[config.mk]
export PLATFORM = sky130hd
export DESIGN_NAME = mt19937_sched
export DESIGN_NICKNAME = d
export VERILOG_FILES = /design/src/rtl/mt19937_sched_pkg.sv /design/src/rtl/rr_arbiter.sv /design/src/rtl/mt19937_sched.sv
export SDC_FILE = /design/constraint.sdc
export NUM_CORES = 1
export LEC_CHECK = 0
export ABC_CLOCK_PERIOD_IN_PS = 7490
export BUFFER_PORTS_ARGS = -buffer_cell sky130_fd_sc_hd__buf_4
export CELL_PAD_IN_SITES_DETAIL_PLACEMENT = 1
export CELL_PAD_IN_SITES_GLOBAL_PLACEMENT = 1
export CORE_ASPECT_RATIO = 2
export CORE_UTILIZATION = 30
export CTS_BUF_LIST = sky130_fd_sc_hd__clkbuf_2 sky130_fd_sc_hd__clkbuf_4 sky130_fd_sc_hd__clkbuf_8
export CTS_CLUSTER_DIAMETER = 50
export CTS_CLUSTER_SIZE = 28
export DETAILED_ROUTE_END_ITERATION = 12
export PLACE_DENSITY = 0.8
export RECOVER_POWER = 100
export SLEW_MARGIN = 10
export SYNTH_ARGS = -nofsm -noshare
export SYNTH_HDL_FRONTEND = slang
export SYNTH_HIERARCHICAL = 1
export SYNTH_SLANG_ARGS = --single-unit
[constraint.sdc]
create_clock -name clk -period 7.49 [get_ports clk]
set_input_delay 0.3745 -clock clk [delete_from_list [all_inputs] [get_ports clk]]
set_output_delay 0.3745 -clock clk [all_outputs]
set_load 0.02 [all_outputs]
[src/rtl/mt19937_sched_pkg.sv]
// mt19937_sched shared definitions: FSM encoding,
// default seed and grant index width.
package mt19937_sched_pkg;

  typedef enum logic [1:0] {
    S_IDLE,
    S_SEED,
    S_WAIT_GEN,
    S_STREAM
  } state_t;

  localparam logic [31:0] MT_SEED_DEFAULT = 32'd19650218;
  localparam int GID_W = 3;

endpackage

[src/rtl/rr_arbiter.sv]
// Round-robin pick: first requester after ptr, wrapping.
// Ports: req, ptr in; gnt (one-hot), idx out. Combinational.
module rr_arbiter
  import mt19937_sched_pkg::*;
#(
  parameter int NUM_REQ = 4
) (
  input  logic [NUM_REQ-1:0] req,
  input  logic [GID_W-1:0]   ptr,
  output logic [NUM_REQ-1:0] gnt,
  output logic [GID_W-1:0]   idx
);

  logic found;

  always_comb begin
    gnt   = '0;
    idx   = '0;
    found = 1'b0;
    for (int k = 1; k <= NUM_REQ; k++) begin
      for (int i = 0; i < NUM_REQ; i++) begin
        if (!found && req[i] &&
            ((int'(ptr) + k) % NUM_REQ) == i) begin
          found  = 1'b1;
          gnt[i] = 1'b1;
          idx    = GID_W'(i);
        end
      end
    end
  end

endmodule

[src/rtl/mt19937_sched.sv]
// Seed owner and burst arbiter in front of an MT19937 AXI-Stream source.
// Ports: cfg_seed_* host reseed, gen_* generator side, req_*/m_* consumers.
module mt19937_sched
  import mt19937_sched_pkg::*;
#(
  parameter int          NUM_REQ      = 4,
  parameter int          BURST_W      = 8,
  parameter logic [31:0] SEED_DEFAULT = MT_SEED_DEFAULT
) (
  input  logic                       clk,
  input  logic                       rst_n,
  input  logic [31:0]                cfg_seed_val,
  input  logic                       cfg_seed_start,
  output logic [31:0]                gen_seed_val,
  output logic                       gen_seed_start,
  input  logic                       gen_busy,
  input  logic [31:0]                gen_tdata,
  input  logic                       gen_tvalid,
  output logic                       gen_tready,
  input  logic [NUM_REQ-1:0]         req_valid,
  input  logic [NUM_REQ*BURST_W-1:0] req_len,
  output logic [NUM_REQ-1:0]         req_ready,
  output logic [31:0]                m_tdata,
  output logic [NUM_REQ-1:0]         m_tvalid,
  input  logic [NUM_REQ-1:0]         m_tready,
  output logic [NUM_REQ-1:0]         m_tlast,
  output logic [GID_W-1:0]           grant_id,
  output logic                       busy,
  output logic [31:0]                words_served
);

  state_t state, state_nx;

  logic [31:0]        seed_reg;
  logic               seed_pend;
  logic [BURST_W-1:0] rem;
  logic [GID_W-1:0]   rr_ptr;
  logic [1:0]         wait_cnt;

  logic [NUM_REQ-1:0] gnt;
  logic [GID_W-1:0]   gnt_idx;
  logic [NUM_REQ-1:0] gsel;
  logic [BURST_W-1:0] len_sel;
  logic               xfer;
  logic               grant_go;
  logic               wait_done;
  logic               last_word;

  rr_arbiter #(.NUM_REQ(NUM_REQ)) u_arb (
    .req (req_valid),
    .ptr (rr_ptr),
    .gnt (gnt),
    .idx (gnt_idx)
  );

  always_comb begin
    gsel    = '0;
    len_sel = '0;
    for (int i = 0; i < NUM_REQ; i++) begin
      if (grant_id == GID_W'(i))
        gsel[i] = 1'b1;
      if (gnt[i])
        len_sel = req_len[i*BURST_W +: BURST_W];
    end
  end

  assign wait_done    = (wait_cnt != 2'd0);
  assign last_word    = (rem == '0);
  assign gen_seed_val = seed_reg;
  assign m_tdata      = gen_tdata;
  assign busy         = seed_pend
                      | (state == S_SEED)
                      | (state == S_WAIT_GEN);

  always_ff @(posedge clk or negedge rst_n) begin
    if (!rst_n)
      state <= S_IDLE;
    else
      state <= state_nx;
  end

  always_comb begin
    state_nx       = state;
    gen_seed_start = 1'b0;
    gen_tready     = 1'b0;
    req_ready      = '0;
    m_tvalid       = '0;
    m_tlast        = '0;
    xfer           = 1'b0;
    grant_go       = 1'b0;
    unique case (state)
      S_IDLE: begin
        if (seed_pend) begin
          state_nx = S_SEED;
        end else if (|req_valid) begin
          grant_go  = 1'b1;
          req_ready = gnt;
          state_nx  = S_STREAM;
        end
      end
      S_SEED: begin
        gen_seed_start = 1'b1;
        state_nx       = S_WAIT_GEN;
      end
      S_WAIT_GEN: begin
        if (wait_done && !gen_busy)
          state_nx = S_IDLE;
      end
      S_STREAM: begin
        m_tvalid   = gsel & {NUM_REQ{gen_tvalid}};
        m_tlast    = gsel & {NUM_REQ{last_word}};
        gen_tready = |(gsel & m_tready);
        xfer       = gen_tvalid & gen_tready;
        if (xfer && last_word)
          state_nx = S_IDLE;
      end
      default: state_nx = S_IDLE;
    endcase
  end

  always_ff @(posedge clk or negedge rst_n) begin
    if (!rst_n) begin
      seed_reg     <= SEED_DEFAULT;
      seed_pend    <= 1'b1;
      rem          <= '0;
      rr_ptr       <= GID_W'(NUM_REQ - 1);
      grant_id     <= '0;
      words_served <= '0;
      wait_cnt     <= '0;
    end else begin
      // a new host pulse beats the clear on SEED entry
      if (cfg_seed_start) begin
        seed_reg  <= cfg_seed_val;
        seed_pend <= 1'b1;
      end else if (state == S_IDLE && seed_pend) begin
        seed_pend <= 1'b0;
      end

      // len 0 wraps to all-ones: a full 2^BURST_W burst
      if (grant_go) begin
        rem      <= len_sel - BURST_W'(1);
        grant_id <= gnt_idx;
      end else if (xfer) begin
        rem <= rem - BURST_W'(1);
      end

      if (xfer) begin
        words_served <= words_served + 32'd1;
        if (last_word)
          rr_ptr <= grant_id;
      end

      if (state == S_WAIT_GEN) begin
        if (!wait_done)
          wait_cnt <= wait_cnt + 2'd1;
      end else begin
        wait_cnt <= '0;
      end
    end
  end

endmodule
==> Word-level counts from Yosys, hierarchy flattened <==
Index checks and enable logic that the tools add are counted.
{ "classes": {"n_mux": 75, "reduce_logical": 68, "addsub": 8, "div": 0, "n_lt_le_gt_ge": 0, "n_bitwise": 10, "n_eq_ne": 22, "shift": 0, "n_mul": 0} }
{ "op_table": {"columns": ["operator", "count"], "rows": [
  ["zero test 32 bit", 4],
  ["two-way mux 8 bit", 6],
  ["two-way mux 1 bit", 43],
  ["two-way mux 2 bit", 20],
  ["logical AND 1 bit", 34],
  ["adder 32 x 1 -> 32 bit (second input constant)", 1],
  ["== test 3 bit (second input constant)", 8],
  ["two-way mux 4 bit", 5],
  ["zero test 1 bit", 16],
  ["subtractor 8 x 1 -> 8 bit (second input constant)", 2],
  ["bitwise AND 4 bit", 3],
  ["== test 3 x 2 -> 1 bit (second input constant)", 4],
  ["== test 2 bit (second input constant)", 4],
  ["zero test 8 bit", 1],
  ["one-hot mux 2 bit (4 select lines)", 1],
  ["OR reduction 2 bit", 4],
  ["OR reduction 4 bit", 2],
  ["adder 2 x 1 -> 2 bit (second input constant)", 3],
  ["nonzero test 2 bit", 3],
  ["adder 2 bit (second input constant)", 2],
  ["bitwise AND 1 bit (first input constant)", 4],
  ["== test 2 x 1 -> 1 bit (second input constant)", 2],
  ["inequality test 2 bit (second input constant)", 2],
  ["zero test 3 bit", 1],
  ["other kinds (7)", 8]
]} }
{ "totals": {"in_bits": 109, "romBits": 0, "wordCells": 191, "latch_bits": 0, "ramBits": 0, "memories": 0, "out_inout_bits": 114, "regBits": 81} }

==> Depth between registers and ports, before layout <==
{ "logic_depth": {"word_depth": 69, "depth_mapped": 12, "mapped_depth_nobuf": 10} }

==> By module <==
The synthesis kept the hierarchy.
{ "by_module_without_submodules": {"columns": ["mod", "cells_each", "area_per_inst_um2", "seq_area_each_um2", "instances"], "rows": [
  ["mt19937_sched", 409, 4307.9, 2098.3, 1],
  ["rr_arbiter", 25, 158.9, 0.0, 1]
]} }

==> Worst setup path before layout <==
OpenSTA, ideal clock, no wires.
{ "synth_path": {"kind": "register to register", "start": "register rr_ptr[1]", "end": "register rem[7]", "path_slack_ns": 4.874, "setup_ns": 0.082, "required_time_ns": 7.408, "path_stages_with_launch": 12, "synth_period_minus_slack_ns": 2.616, "path_buffers": 3, "t_arrival_ns": 2.534, "cell_sequence": "dfstp_2 clkbuf_2 inv_1 o221a_2 clkbuf_1 clkbuf_1 a21oi_1 a221oi_1 a211oi_1 o21ai_0 or4_1 a31oi_1"} }
{ "synth_via": {"word_cells_on_any_way": 110, "classes_between": "add/sub: 5; eq/ne: 12; mux: 35; bitwise: 4; reduce/logical: 54"} }
{ "synth_rtl": {"columns": ["item", "line_no", "text"], "rows": [
  ["from (decl)", "mt19937_sched.sv:37", "logic [GID_W-1:0] rr_ptr;"],
  ["from (signal assigned)", "mt19937_sched.sv:126", "rr_ptr <= GID_W'(NUM_REQ - 1);"],
  ["from (signal assigned)", "mt19937_sched.sv:150", "rr_ptr <= grant_id;"],
  ["adder 2 x 1 -> 2 bit", "rr_arbiter.sv:23", "((int'(ptr) + k) % NUM_REQ) == i) begin"],
  ["OR reduction 2 bit (no source line)", null, null],
  ["bitwise AND 1 bit (no source line)", null, null],
  ["zero test 32 bit", "rr_arbiter.sv:23", null],
  ["logical AND 1 bit", "rr_arbiter.sv:22", "if (!found && req[i] &&"],
  ["two-way mux 1 bit", "rr_arbiter.sv:22", null],
  ["zero test 1 bit", "rr_arbiter.sv:22", null],
  ["logical AND 1 bit (2 in a row)", "rr_arbiter.sv:22", null],
  ["[48 not listed]", null, null],
  ["two-way mux 1 bit", "rr_arbiter.sv:22", null],
  ["zero test 1 bit", "rr_arbiter.sv:22", null],
  ["logical AND 1 bit (2 in a row)", "rr_arbiter.sv:22", null],
  ["two-way mux 1 bit *", "rr_arbiter.sv:22", null],
  ["net gnt[2]", "mt19937_sched.sv:40", "logic [NUM_REQ-1:0] gnt;"],
  ["two-way mux 8 bit * (2 in a row)", "mt19937_sched.sv:62", "if (gnt[i])"],
  ["subtractor 8 x 1 -> 8 bit *", "mt19937_sched.sv:141", "rem <= len_sel - BURST_W'(1);"],
  ["two-way mux 8 bit *", "mt19937_sched.sv:140", "if (grant_go) begin"],
  ["to (signal assigned)", "mt19937_sched.sv:141", null],
  ["to (signal assigned)", "mt19937_sched.sv:144", "rem <= rem - BURST_W'(1);"],
  ["to (decl)", "mt19937_sched.sv:36", "logic [BURST_W-1:0] rem;"]
]} }
Mark *: on every way through the listed nets, which the timed path passes. The rest lies on a longest branch.
A chain may end at the register's enable or synchronous reset.

==> flow_metrics.env <==
export IMPL_ys_warn_count=6
export IMPL_arrival_ps=3440
export IMPL_cts_sinks=82
export IMPL_cts_buffers=9
export IMPL_gp_congestion=0.828
export IMPL_cts_tree="yes"
export IMPL_routedWlPerCell_um=16.8
export IMPL_crit_path_end_kind="async pin"
export IMPL_hpwl_mm=10.0
export IMPL_rows=62
export IMPL_hold_ws_ps=234
export IMPL_boundaryPins=223
export IMPL_regArea_um2=2070
export IMPL_postRouteAntennaNets=0
export IMPL_post_cts_buffers=0
export IMPL_slew_headroom_pct=-191
export IMPL_fin_crit_ps=3990
export IMPL_antenna_found_initial=0
export IMPL_critical_path_slowest_cell="clkbuf_1"
export IMPL_crit_chain="clkbuf_1"
export IMPL_cts_resized=0
export IMPL_critPathBufInv=1
export IMPL_drc_errors=0
export IMPL_period_share_pct=53.3
export IMPL_fill_cells=1733
export IMPL_hold_viol=0
export IMPL_layout_nets=664
export IMPL_htreeDepth=3
export IMPL_vdd_ir_drop_max_uv=76.4
export IMPL_grt_first_pass_wirelength_mm=20.1
export IMPL_ctsLongestPathBuffers=2
export IMPL_synth_area_per_cell_um2=10.3
export IMPL_synth_cells=432
export IMPL_syn_nets=544
export IMPL_start_util_pct=30.7
export IMPL_drtPass1Iterations=4
export IMPL_finClkSkew_ps=14.2
export IMPL_grt_pass1_vias=4027
export IMPL_syn_cell_area_um2=4440
export IMPL_ctsHoldBuffers=0
export IMPL_crit_fanout=82
export IMPL_viasPerCell=4.90
export IMPL_syn2layout_area_growth_pct=22.5
export IMPL_vias=3669
export IMPL_wl_met3_um=673
export IMPL_clk_latency_ps=360
export IMPL_grt_max_degree=83
export IMPL_power_density_nw_per_um2=247
export IMPL_drv_slew=117
export IMPL_wl_met1_mm=4.21
export IMPL_multi_input_area_um2=1960
export IMPL_slowest_delay_ps=2990
export IMPL_coreArea_um2=14400
export IMPL_num_antenna_cells=0
export IMPL_fmax_ghz=0.250
export IMPL_maxCapViolations=2
export IMPL_rsz0062_at_grt="false"
export IMPL_dr_max_layer_used="met4"
export IMPL_grt_usage_pct=17.2
export IMPL_path_clk_slew_ps=90
export IMPL_dieArea_um2=15300
export IMPL_most_common_layout_cells="buf_4, clkbuf_1, dfrtp_1"
export IMPL_status="complete, but fails checks"
export IMPL_drive_above_1_share_pct=27.3
export IMPL_met2_length_mm=7.28
export IMPL_p_leak_nw=2.32
export IMPL_setup_violations=0
export IMPL_hold_path_class="in2reg"
export IMPL_chipHeight_um=174
export IMPL_worst_pin_slew_ps=4360
export IMPL_die_x_um=88.0
export IMPL_io_buffer_count=158
export IMPL_violations="capacitance limit, slew limit"
export IMPL_cp_data_required_time_ps=6940
export IMPL_clock_root_buffer="clkbuf_8"
export IMPL_crit_type="in2async"
export IMPL_start_kind="primary input"
export IMPL_overflow=0
export IMPL_reg2reg_slack_ps=3990
export IMPL_crit_family="buffers and inverters"
export IMPL_routed_wl_mm=12.6
export IMPL_first_iter_violations=39
export IMPL_final_common_cell="buf_4"
export IMPL_tns_ps=0
cell type report:
cell class | instances | share of cell area, %
well taps | 192 | 4.42
multi-input cells | 287 | 36.1
inverters | 14 | 0.967
clock buffers | 10 | 2.42
repair buffers | 158 | 16.6
flip-flops and latches | 82 | 38.1
clock inverters | 6 | 1.36
path summary, 6_finish.rpt:
check | from | end | cells past startpoint
hold / removal | cfg_seed_val[4] | gen_seed_val[4] | 2
max in group clk | rr_ptr[0] | rem[7] | 9
hold reg to reg | words_served[31] | words_served[31] | 1
setup / recovery | rst_n | words_served[1] | 1
min in group asynchronous | rst_n | words_served[15] | 1
setup reg to reg | rr_ptr[0] | rem[7] | 9
layer usage:
layer / global-route usage (%) / vias to the layer above
li1: - / 1708
met1: 16.0 / 1795
met2: 33.6 / 125
met3: 3.18 / 41
met4: 8.54 / 0
met5: 0 / -
stage by stage:
| stage | area [um^2] | cells | power, mW | worst slack (ps) | util (%) |
|---|---|---|---|---|---|
| finish | 5440 | 749 | 1.34 | 3500 | 37.7 |
| CTS | 5750 | 749 | 1.40 | 4220 | 39.8 |
| global placement | 5540 | 733 | 1.03 | 4420 | 38.4 |
| detailed placement | 5540 | 733 | 1.06 | 4260 | 38.4 |
| floorplan | 4440 | 432 | 0.898 | 4870 | - |
| global route | 5440 | 749 | 1.43 | 2650 | 37.7 |
sequential cells by signal, summed over array words and instances (netlist names):
register and cells:
seed_pend 1, wait_cnt 2, gen_seed_val 32, grant_id 3, rem 8, words_served 32, state 2, rr_ptr 2
power breakdown:
group / internal [mW] / switching (mW) / total [mW]
Sequential: 0.515 / 0.0761 / 0.591
Clock: 0.162 / 0.172 / 0.334
Combinational: 0.175 / 0.242 / 0.417
Total: 0.851 / 0.490 / 1.34
No activity file was read; power rests on OpenSTA's default activity.
